### src/rtl/variable_prescale_source.sv
// variable_prescale_source
// Gain-staging front end for the FIR: takes signed samples on an Avalon-ST sink,
// arithmetic-left-shifts each by 0..3 bits, saturates to OUT_WIDTH and presents the
// result on a backpressured Avalon-ST source through a 2-entry (output + skid) buffer.
// Saturated beats are counted in a sticky counter for diagnostics.
module variable_prescale_source #(
    parameter int IN_WIDTH  = 12,
    parameter int OUT_WIDTH = 14,
    parameter int CNT_WIDTH = 16
) (
    input  logic                 clk,
    input  logic                 reset_n,
    input  logic [1:0]           sel,
    input  logic [IN_WIDTH-1:0]  ast_sink_data,
    input  logic [1:0]           ast_sink_error,
    input  logic                 ast_sink_valid,
    output logic                 ast_sink_ready,
    output logic [OUT_WIDTH-1:0] ast_source_data,
    output logic [1:0]           ast_source_error,
    output logic                 ast_source_valid,
    input  logic                 ast_source_ready,
    input  logic                 sat_clear,
    output logic [CNT_WIDTH-1:0] sat_count
);

    // Shifted product width, and a compare width wide enough for both the product
    // and the output limits so the range checks are exact for any legal parameters.
    localparam int PW = IN_WIDTH + 3;
    localparam int CW = ((PW > OUT_WIDTH) ? PW : OUT_WIDTH) + 1;

    localparam logic signed [CW-1:0] MAX_POS =
        {{(CW-OUT_WIDTH+1){1'b0}}, {(OUT_WIDTH-1){1'b1}}};
    localparam logic signed [CW-1:0] MIN_NEG =
        {{(CW-OUT_WIDTH+1){1'b1}}, {(OUT_WIDTH-1){1'b0}}};
    localparam logic [CNT_WIDTH-1:0] CNT_MAX = {CNT_WIDTH{1'b1}};

    // Registered state
    logic                 out_valid_q,  out_valid_d;
    logic [OUT_WIDTH-1:0] out_data_q,   out_data_d;
    logic [1:0]           out_error_q,  out_error_d;
    logic                 skid_valid_q, skid_valid_d;
    logic [OUT_WIDTH-1:0] skid_data_q,  skid_data_d;
    logic [1:0]           skid_error_q, skid_error_d;
    logic                 sink_ready_q, sink_ready_d;
    logic [CNT_WIDTH-1:0] sat_cnt_q,    sat_cnt_d;

    // Combinational datapath signals
    logic signed [PW-1:0] ext_s;
    logic signed [PW-1:0] shifted_s;
    logic signed [CW-1:0] wide_s;
    logic [OUT_WIDTH-1:0] new_data_s;
    logic                 new_sat_s;
    logic                 accept_s;
    logic                 out_load_s;

    assign accept_s   = ast_sink_valid && sink_ready_q;
    assign out_load_s = !out_valid_q || ast_source_ready;

    // Shift the incoming sample by sel and clamp it into the signed output range.
    always_comb begin
        ext_s      = {{3{ast_sink_data[IN_WIDTH-1]}}, ast_sink_data};
        shifted_s  = ext_s <<< sel;
        wide_s     = {{(CW-PW){shifted_s[PW-1]}}, shifted_s};
        new_data_s = wide_s[OUT_WIDTH-1:0];
        new_sat_s  = 1'b0;
        if (wide_s > MAX_POS) begin
            new_data_s = MAX_POS[OUT_WIDTH-1:0];
            new_sat_s  = 1'b1;
        end else if (wide_s < MIN_NEG) begin
            new_data_s = MIN_NEG[OUT_WIDTH-1:0];
            new_sat_s  = 1'b1;
        end else begin
            new_data_s = wide_s[OUT_WIDTH-1:0];
            new_sat_s  = 1'b0;
        end
    end

    // Output/skid steering: the output reloads from the skid first (FIFO order), else
    // from the new beat; a new beat parks in the skid only while the output is held.
    // The sink is only ready while the skid is empty, so skid-full and accept never
    // coincide.
    always_comb begin
        out_valid_d  = out_valid_q;
        out_data_d   = out_data_q;
        out_error_d  = out_error_q;
        skid_valid_d = skid_valid_q;
        skid_data_d  = skid_data_q;
        skid_error_d = skid_error_q;
        if (out_load_s) begin
            if (skid_valid_q) begin
                out_valid_d  = 1'b1;
                out_data_d   = skid_data_q;
                out_error_d  = skid_error_q;
                skid_valid_d = 1'b0;
            end else if (accept_s) begin
                out_valid_d  = 1'b1;
                out_data_d   = new_data_s;
                out_error_d  = ast_sink_error;
            end else begin
                out_valid_d  = 1'b0;
            end
        end else begin
            if (accept_s) begin
                skid_valid_d = 1'b1;
                skid_data_d  = new_data_s;
                skid_error_d = ast_sink_error;
            end else begin
                skid_valid_d = skid_valid_q;
            end
        end
        sink_ready_d = !skid_valid_d;
    end

    // Saturation counter: clear wins but still counts a same-cycle saturating beat;
    // otherwise increments and sticks at all-ones.
    always_comb begin
        sat_cnt_d = sat_cnt_q;
        if (sat_clear) begin
            sat_cnt_d = (accept_s && new_sat_s) ? {{(CNT_WIDTH-1){1'b0}}, 1'b1}
                                                : {CNT_WIDTH{1'b0}};
        end else if (accept_s && new_sat_s && (sat_cnt_q != CNT_MAX)) begin
            sat_cnt_d = sat_cnt_q + {{(CNT_WIDTH-1){1'b0}}, 1'b1};
        end else begin
            sat_cnt_d = sat_cnt_q;
        end
    end

    // State registers; reset discards any buffered beats and reopens the sink.
    always_ff @(posedge clk or negedge reset_n) begin
        if (!reset_n) begin
            out_valid_q  <= 1'b0;
            out_data_q   <= {OUT_WIDTH{1'b0}};
            out_error_q  <= 2'b00;
            skid_valid_q <= 1'b0;
            skid_data_q  <= {OUT_WIDTH{1'b0}};
            skid_error_q <= 2'b00;
            sink_ready_q <= 1'b1;
            sat_cnt_q    <= {CNT_WIDTH{1'b0}};
        end else begin
            out_valid_q  <= out_valid_d;
            out_data_q   <= out_data_d;
            out_error_q  <= out_error_d;
            skid_valid_q <= skid_valid_d;
            skid_data_q  <= skid_data_d;
            skid_error_q <= skid_error_d;
            sink_ready_q <= sink_ready_d;
            sat_cnt_q    <= sat_cnt_d;
        end
    end

    assign ast_sink_ready   = sink_ready_q;
    assign ast_source_valid = out_valid_q;
    assign ast_source_data  = out_data_q;
    assign ast_source_error = out_error_q;
    assign sat_count        = sat_cnt_q;

endmodule

### config.mk
export PLATFORM = sky130hd
export DESIGN_NAME = variable_prescale_source
export DESIGN_NICKNAME = d
export VERILOG_FILES = /design/src/rtl/variable_prescale_source.sv
export SDC_FILE = /design/constraint.sdc
export NUM_CORES = 1
export LEC_CHECK = 0
export ABC_AREA = 1
export CORE_ASPECT_RATIO = 1.1
export CORE_UTILIZATION = 40
export CTS_CLUSTER_SIZE = 8
export DETAILED_ROUTE_END_ITERATION = 10
export SLEW_MARGIN = 40
export SYNTH_ARGS = -nofsm -noshare
export SYNTH_HDL_FRONTEND = slang
export SYNTH_SLANG_ARGS = --single-unit
### constraint.sdc
create_clock -name clk -period 4.5 [get_ports clk]
set_clock_uncertainty 0.05 [all_clocks]
set_input_delay 0.675 -clock clk [delete_from_list [all_inputs] [get_ports clk]]
set_output_delay 0.675 -clock clk [all_outputs]
set_load 0.01 [all_outputs]
After elaboration in Yosys (flattened, before gate mapping)
Index checks and enable logic that the tools add are counted.
{"block": "totals", "wordCells": 39, "inputBits": 21, "ff_bits": 51, "out_inout_bits": 34}
{"block": "op_classes", "muxes": 15, "n_reduce_logical": 10, "add_sub_neg": 1, "bitwise": 1, "eq_ne": 1, "n_shift": 1, "order_cmp": 2}
{"op": "two-way mux 14 bit", "count": 4}
{"op": "two-way mux 16 bit", "count": 2}
{"op": "adder 16 x 1 -> 16 bit (second input constant)", "count": 1}
{"op": "!= test 16 bit (second input constant)", "count": 1}
{"op": "> comparator 15 x 14 -> 1 bit (second input constant)", "count": 1}
{"op": "< comparator 15 x 14 -> 1 bit (second input constant)", "count": 1}
{"op": "<<< shifter 12 x 2 -> 15 bit", "count": 1}
{"op": "two-way mux 1 bit", "count": 7}
{"op": "two-way mux 2 bit", "count": 2}
{"op": "AND reduction 2 bit", "count": 2}
{"op": "nonzero test 2 bit", "count": 2}
{"op": "logical AND 1 bit", "count": 3}
{"op": "logical NOT 1 bit", "count": 2}
{"op": "logical OR 1 bit", "count": 1}
{"op": "inverter 1 bit", "count": 1}

Longest topological paths before layout
Gate-level depths: netlist (run 1).
{"block": "logic_depth", "ltp_word": 8, "depth_mapped": 10, "depth_no_buf": 9}

Worst setup path before layout (run 1)
OpenSTA, ideal clock, no wires.
{"block": "synth_path", "path_type": "input-to-reg", "startpoint": "input sel[0]", "endpoint": "register sat_cnt_q[4] (netlist: sat_count[4])", "cell_stages": 9, "required_time_ns": 4.333, "setup_ns": 0.117, "arrival_ns": 1.651, "path_buffers": 2, "setup_slack_ns": 2.682, "path_cell_list": "buf_2 > nand4_4 > nand2_1 > nand2_2 > nor2_4 > nor2_8 > buf_12 > nand2_1 > nand2_1"}
{"block": "synth_between", "elab_chain_len": 7, "elab_cells_between_ends": 8, "classes_between": "order compare (2); shift (1); mux (2); reduce/logical (3)"}
{"item": "from (decl)", "line_no": "13", "rtl": "input logic [1:0] sel,"}
{"item": "<<< shifter 12 x 2 -> 15 bit *", "line_no": "62", "rtl": "shifted_s = ext_s <<< sel;"}
{"item": "< comparator 15 x 14 -> 1 bit", "line_no": "69", "rtl": "end else if (wide_s < MIN_NEG) begin"}
{"item": "two-way mux 1 bit", "line_no": "69"}
{"item": "two-way mux 1 bit *", "line_no": "66", "rtl": "if (wide_s > MAX_POS) begin"}
{"item": "logical AND 1 bit * (2 in series)", "line_no": "121", "rtl": "end else if (accept_s && new_sat_s && (sat_cnt_q != CNT_MAX)) begin"}
{"item": "nonzero test 2 bit (no source line) *"}
{"item": "to (signal assigned)", "line_no": "138", "rtl": "sat_cnt_q <= {CNT_WIDTH{1'b0}};"}
{"item": "to (signal assigned)", "line_no": "147", "rtl": "sat_cnt_q <= sat_cnt_d;"}
{"item": "to (decl)", "line_no": "45", "rtl": "logic [CNT_WIDTH-1:0] sat_cnt_q, sat_cnt_d;"}
Mark *: on every way between the ends. The rest lies on a longest branch, timed or not.
A chain may end at the register's enable or synchronous reset.

Worst setup path after layout (run 1)
{"block": "layout_path", "startpoint": "input sel[1]", "endpoint": "register sat_cnt_q[10] (netlist: sat_count[10])"}
The elaborated chain is that of the path after synthesis.

==> insert_results.sql, run 1 <==
INSERT INTO impl_metrics (metric_group, metric, value, unit) VALUES
('hold_path', 'timing.hold.worst.class', 'input port to async pin', ''),
('drt', 'drt-vias-per-instance', '5.12', ''),
('finish', 'nNetsFinal', '463', ''),
('clock_tree', 'number_of_cts_inserted_buffers', '5', ''),
('die', 'start_util', '41.5', '%'),
('critical_path', 'crit_path_max_incr_delay', '0.83', 'ns'),
('critical_path', 'cp_data_required_time', '4.65', 'ns'),
('clock_tree', 'worstSkewPairLatency', '0.31', 'ns'),
('pwr', 'total_power_after_layout', '1310', 'uW'),
('die', 'design.core.area', '0.00701', 'mm^2'),
('sta', 'final.hold.worst_slack', '0.428', 'ns'),
('critical_path', 'reg2reg_to', 'ast_source_error[1]$_DFFE_PN0P_', ''),
('critical_path', 'worst_setup_path_end_kind', 'flop', ''),
('drt', 'final_routed_drc_violation_total', '0', ''),
('placed_design', 'detailed_place_hpwl', '4960', 'um'),
('sta', 'maxSlewViolCount', '0', ''),
('placed_design', 'gp_routability_congestion', '0.885', ''),
('synth', 'synth-seq-cells', '51', ''),
('run_status', 'run_status', 'finished, final reports clean', ''),
('critical_path', 'cp_data_arrival_time', '2.72', 'ns'),
('critical_path', 'cp-start-kind', 'input port', ''),
('grt', 'gr-total-overflow', '0', ''),
('grt', 'grt_start_max_net_pins', '52', ''),
('sta', 'fin_setup_tns', '0', 'ns'),
('placed_design', 'detailed_place.area', '0.00347', 'mm^2'),
('die', 'die_ar', '0.00761', 'mm^2'),
('finish', 'final_core_util', '51.2', '%'),
('drt', 'wl_per_cell', '13.2', 'um'),
('clock_tree', 'cts.reportedPaths.clkPinSlew', '0.10', 'ns'),
('critical_path', 'r2r.worst_path.cells', '6', ''),
('run', 'cap_violations', '0', ''),
('critical_path', 'cp_common_cell', 'nand2_1', ''),
('pwr', 'power_leakage', '0.00165', 'uW'),
('synth', 'synth_sequential_area_ratio', '43.9', '%'),
('sta', 'worstMarginPinSlew', '0.651', 'ns'),
('synth', 'synthesized_area_per_cell', '7.36', 'um^2'),
('clock_tree', 'cts-root-buf', 'clkbuf_8', ''),
('synth', 'postSynthCellCount', '395', ''),
('die', 'std_cell_rows', '32', ''),
('drt', 'antenna_violating_nets_post_route', '0', ''),
('synth', 'postSynthNetCount', '417', ''),
('sta', 'slew-limit-headroom', '56.6', '%'),
('clock_tree', 'cts_max_path_buffers', '2', ''),
('clock_tree', 'cts_max_level', '2', ''),
('drt', 'wl', '6960', 'um'),
('drt', 'dr_total_vias', '2697', ''),
('drt', 'detailedRoute.firstPassIterationCount', '4', ''),
('finish', 'fillCellCount', '673', ''),
('grt', 'globalRouteTotalUtil', '19.7', '%'),
('grt', 'antenna_found_initial', '0', ''),
('critical_path', 'r2r-start', 'skid_valid_q$_DFF_PN0_', ''),
('finish', 'insertedDiodeCount', '0', ''),
('sta', 'max_freq', '0.389', 'GHz'),
('synth', 'yosysUniqueCellTypes', '29', ''),
('placed_design', 'portBuffers', '54', ''),
('die', 'boundaryPins', '55', ''),
('critical_path', 'critical_path_fanout_max', '22', ''),
('grt', 'first_global_vias', '2648', ''),
('synth', 'yosys_synthesis_warning_count', '0', ''),
('sta', 'min_period', '2.57', 'ns'),
('pwr', 'ir_drop', '166', 'uV'),
('sta', 'timing_hold_violations_final', '0', ''),
('clock_tree', 'cts_tree', 'yes', ''),
('synth', 'syn_area', '0.00291', 'mm^2'),
('clock_tree', 'cts.repair.resized', '0', ''),
('clock_tree', 'hold_buffers', '0', ''),
('critical_path', 'critical_path.cell_chain', 'clkdlybuf4s50_1, nand4_1, buf_4, nand2_1, nand2_2, nor2_4, nor2_8, nand2_1, nand2_1', ''),
('sta', 'report.final.setup_viol', '0', ''),
('finish', 'post-route-cell-area', '0.00359', 'mm^2'),
('finish', 'area_delta_synth_final', '23.4', '%'),
('pwr', 'power_density', '365', 'mW/mm^2'),
('finish', 'drive_gt1_share', '7.92', '%'),
('clock_tree', 'numClockSinks', '51', ''),
('drt', 'dr.first_iter.drc_count', '73', ''),
('sta', 'min_period_over_period', '57.1', '%'),
('critical_path', 'crit_type', 'input port to flop', ''),
('grt', 'grt_first_pass_wirelength', '12300', 'um'),
('die', 'die_height', '91.4', 'um'),
('clock_tree', 'post_cts_buffers', '0', ''),
('die', 'die_w', '83.3', 'um'),
('critical_path', 'critical_path.slowest_cell', 'clkdlybuf4s50_1', ''),
('sta', 'rsz0062_at_grt', 'false', ''),
('critical_path', 'r2r_setup_slack', '2.39', 'ns');
## layout by cell type (no fill, tap or decap), types with 2 or more instances in the layout
cell             netlist  routed
nand2_1              130     130
clkdlybuf4s50_1        0      53
dfrtp_1               50      50
nor2_1                41      41
nand3_1               40      40
inv_1                 21      21
a21oi_1               19      19
nand4_1               17      17
o21ai_0               13      13
nand2_2               11      11
a31oi_1               11      11
clkbuf_8               0       6
nor2_4                 3       3
o21bai_1               3       3
xor2_1                 3       3
buf_4                  0       3
inv_2                  2       2
o211ai_1               2       2
or2_2                  2       2
nor2_2                 2       2
## how the worst max path moves through the flow
stage	start	end	slack (ns)
after floorplan	sel[0]	sat_count[4]$_DFFE_PN0P_	2.68
after global placement	sel[1]	sat_count[0]$_DFFE_PN0P_	1.65
after detailed placement	sel[1]	sat_count[0]$_DFFE_PN0P_	1.61
after CTS	sel[1]	sat_count[0]$_DFFE_PN0P_	1.94
after global routing	sel[1]	sat_count[5]$_DFFE_PN0P_	1.75
final	sel[1]	sat_count[10]$_DFFE_PN0P_	1.93
## state kept, by name, summed over array words and instances (netlist names)
name / count
skid_error_q: 2
ast_source_error: 2
ast_source_valid: 1
skid_data_q: 14
skid_valid_q: 1
ast_source_data: 14
sat_count: 16
ast_sink_ready: 1
## layer usage
| layer | routed length [um] | vias to the layer above | global-route usage, % |
|---|---|---|---|
| met3 | 299 | 7 | 2.82 |
| met4 | 86 | 0 | 6.03 |
| met1 | 3210 | 1240 | 24.9 |
| li1 | - | 1391 | - |
| met5 | 0 | - | 0 |
| met2 | 3370 | 59 | 34.8 |
## worst max-delay path: cells and delay by family
family        cells  cell delay (ns)
buf+inv           2             1.06
simple gates      7             0.97
## per-stage QoR
step | worst slack (ns) | cells
2_1_floorplan | 2.68 | 395
3_3_place_gp | 1.65 | 519
3_5_place_dp | 1.61 | 519
4_1_cts | 1.94 | 527
5_1_grt | 1.75 | 527
6_report | 1.93 | 527
## kinds of logic after synthesis
logic type / share of synthesized area [%]
AOI/OAI and AO/OA: 9.17
xor gates and xnor gates: 1.21
adders and majority gates: 0.430
buffers and inverters: 6.63
DFF: 43.9
and+or+nand+nor: 38.6
## synthesized netlist by cell type, drive strengths merged
library cell,number,share of area [%]
a21oi,19,3.3
a31oi,11,2.4
buf,12,2.8
clkbuf,6,0.77
clkinv,1,0.13
dfrtp,50,43
dfstp,1,0.90
ha,1,0.43
inv,23,3.0
nand2,141,19
nand3,40,6.9
nand4,18,4.4
nor2,47,7.6
o211ai,2,0.52
o21ai,13,2.2
o21bai,3,0.77
or2,3,0.65
xnor2,1,0.30
xor2,3,0.90
## power by group
group          switching (uW)  internal, uW
sequential               60.5           558
clock                     157           180
combinational             182           173
## cell type report
cell class | instances | area, um^2 | area share, %
clock buffers | 6 | 82.6 | 2.30
flip-flops and latches | 51 | 1280 | 35.6
well taps | 85 | 106 | 2.96
inverters | 24 | 90.1 | 2.51
multi-input cells | 302 | 1440 | 40.1
clock inverters | 2 | 35.0 | 0.977
repair buffers | 57 | 558 | 15.6
Note: power is estimated with default switching activity, not from simulation.
==> run 2, diff against run 1 <==
==> constraint.sdc (replaced) <==
create_clock -name clk -period 2.39 [get_ports clk]
set_clock_uncertainty 0.05 [all_clocks]
set_input_delay 0.3585 -clock clk [delete_from_list [all_inputs] [get_ports clk]]
set_output_delay 0.3585 -clock clk [all_outputs]
set_load 0.01 [all_outputs]
==> insert_results.sql, run 2 (synthesis gave the netlist of run 1 again) <==
INSERT INTO impl_metrics (metric_group, metric, value, unit) VALUES
('grt', 'antenna_found_initial', '0', ''),
('finish', 'mostFrequentLayoutCell', 'nand2_1', ''),
('pwr', 'cell_internal_pwr', '1600', 'uW'),
('sta', 'min_period', '1.86', 'ns'),
('drt', 'dr.first_iter.drc_count', '122', ''),
('sta', 'slew-limit-headroom', '58.5', '%'),
('sta', 'worstMarginPinSlew', '0.623', 'ns'),
('clock_tree', 'cts.reportedPaths.clkPinSlew', '0.10', 'ns'),
('critical_path', 'cp_data_arrival_time', '2.06', 'ns'),
('hold_path', 'timing.hold.worst.class', 'input port to async pin', ''),
('critical_path', 'cp-start-kind', 'flop', ''),
('sta', 'rsz0062_at_grt', 'false', ''),
('sta', 'max_freq', '0.537', 'GHz'),
('finish', 'insertedDiodeCount', '0', ''),
('drt', 'dr_total_vias', '2781', ''),
('finish', 'nNetsFinal', '474', ''),
('run_status', 'run_status', 'finished, final reports clean', ''),
('placed_design', 'gp_routability_congestion', '0.900', ''),
('clock_tree', 'post_cts_buffers', '0', ''),
('clock_tree', 'cts_max_level', '2', ''),
('placed_design', 'detailed_place_hpwl', '5240', 'um'),
('drt', 'wl', '7110', 'um'),
('clock_tree', 'cts.repair.resized', '0', ''),
('grt', 'gr-total-overflow', '0', ''),
('run', 'cap_violations', '0', ''),
('critical_path', 'r2r_setup_slack', '0.53', 'ns'),
('grt', 'grt_start_max_net_pins', '28', ''),
('clock_tree', 'cts-root-buf', 'clkbuf_8', ''),
('die', 'start_util', '41.5', '%'),
('critical_path', 'critical_path_fanout_max', '16', ''),
('pwr', 'power_leakage', '0.00169', 'uW'),
('pwr', 'switching_share', '31.7', '%'),
('sta', 'timing_hold_violations_final', '0', ''),
('sta', 'fin_setup_tns', '0', 'ns'),
('pwr', 'total_power_after_layout', '2340', 'uW'),
('placed_design', 'detailed_place.area', '0.00356', 'mm^2'),
('die', 'die_ar', '0.00761', 'mm^2'),
('clock_tree', 'worstSkewPairLatency', '0.31', 'ns'),
('clock_tree', 'number_of_cts_inserted_buffers', '5', ''),
('die', 'die_height', '91.4', 'um'),
('placed_design', 'portBuffers', '54', ''),
('finish', 'final_cell_mix', 'nand2_1, clkdlybuf4s50_1, dfrtp_1, nor2_1, nand3_1', ''),
('clock_tree', 'hold_buffers', '0', ''),
('critical_path', 'crit_type', 'flop to flop', ''),
('pwr', 'netSwitchingPower', '742', 'uW'),
('die', 'design.core.area', '0.00701', 'mm^2'),
('pwr', 'comb_power_share', '29.9', '%'),
('finish', 'area_delta_synth_final', '25.4', '%'),
('drt', 'antenna_violating_nets_post_route', '0', ''),
('finish', 'drive_gt1_share', '9.71', '%'),
('drt', 'detailedRoute.firstPassIterationCount', '4', ''),
('clock_tree', 'cts_tree', 'yes', ''),
('clock_tree', 'numClockSinks', '51', ''),
('die', 'die_w', '83.3', 'um'),
('critical_path', 'worst_setup_path_end_kind', 'flop', ''),
('die', 'boundaryPins', '55', ''),
('pwr', 'power_density', '643', 'mW/mm^2'),
('grt', 'grt_first_pass_wirelength', '12000', 'um'),
('finish', 'final_core_util', '52.0', '%'),
('grt', 'globalRouteTotalUtil', '19.5', '%'),
('clock_tree', 'cts_max_path_buffers', '2', ''),
('finish', 'post-route-cell-area', '0.00365', 'mm^2'),
('finish', 'max_reg_flops', '16', ''),
('pwr', 'p_clk_share', '21.0', '%'),
('drt', 'final_routed_drc_violation_total', '0', ''),
('grt', 'first_global_vias', '2532', ''),
('sta', 'min_period_over_period', '78.0', '%'),
('sta', 'maxSlewViolCount', '0', ''),
('pwr', 'pwr-share-seq', '49.1', '%'),
('sta', 'report.final.setup_viol', '0', ''),
('critical_path', 'cp_data_required_time', '2.58', 'ns'),
('drt', 'drt-vias-per-instance', '5.17', ''),
('pwr', 'ir_drop', '275', 'uV'),
('die', 'std_cell_rows', '32', ''),
('drt', 'wl_per_cell', '13.2', 'um');
## run 2: stage by stage
step                setup slack [ns]  std cells  hold WS, ns
finish                         0.526        538      0.00943
global placement               0.289        530        0.367
detailed placement             0.271        530        0.364
global route                   0.358        538       0.0608
CTS                            0.522        538       0.0242
floorplan                      0.743        395       0.0129
## run 2: power groups by stage
stage / clock network [uW] / registers [uW] / logic (uW)
4_1_cts: 505 / 1150 / 710
3_5_place_dp: 0 / 1170 / 708
2_1_floorplan: 0 / 1200 / 329
5_1_grt: 533 / 1170 / 781
6_report: 493 / 1150 / 700
3_3_place_gp: 0 / 1170 / 698
## run 2: worst max-delay path: stages, from the launching register on
cell     delay (ns)
dfrtp_1        0.45
ha_1           0.25
inv_1          0.10
nor2_4         0.19
nand2_2        0.11
nor2_4         0.14
nor2_4         0.11
nor2_8         0.26
nand2_1        0.08
nand2_1        0.07
## run 2: final cells by class
cell class,count,area [um^2]
Clock buffer,7,76.3
Inverter,24,90.1
Fill cell,694,3360
Multi-Input combinational cell,302,1440
Clock inverter,1,5.00
Timing Repair Buffer,68,653
Tap cell,85,106
Sequential cell,51,1280
## run 2: final timing paths
kind,cells past startpoint,to,from
worst max-delay path,9,sat_count[0]$_DFFE_PN0P_,sat_count[0]$_DFFE_PN0P_
max in group asynchronous,2,skid_data_q[2]$_DFFE_PN0P_,reset_n
min in group clk,2,skid_error_q[1]$_DFFE_PN0P_,skid_error_q[1]$_DFFE_PN0P_
worst max register to register,9,sat_count[0]$_DFFE_PN0P_,sat_count[0]$_DFFE_PN0P_
worst min register to register,2,skid_error_q[1]$_DFFE_PN0P_,skid_error_q[1]$_DFFE_PN0P_
worst min-delay path,1,ast_source_data[8]$_DFFE_PN0P_,reset_n
## run 2: metal layers
layer	global-route usage, %	up-vias	part of all wire (%)
met5	0	-	0
met4	6.18	0	1.5
met3	2.91	8	4.0
met2	33.7	73	49
met1	24.8	1295	45
li1	-	1405	-
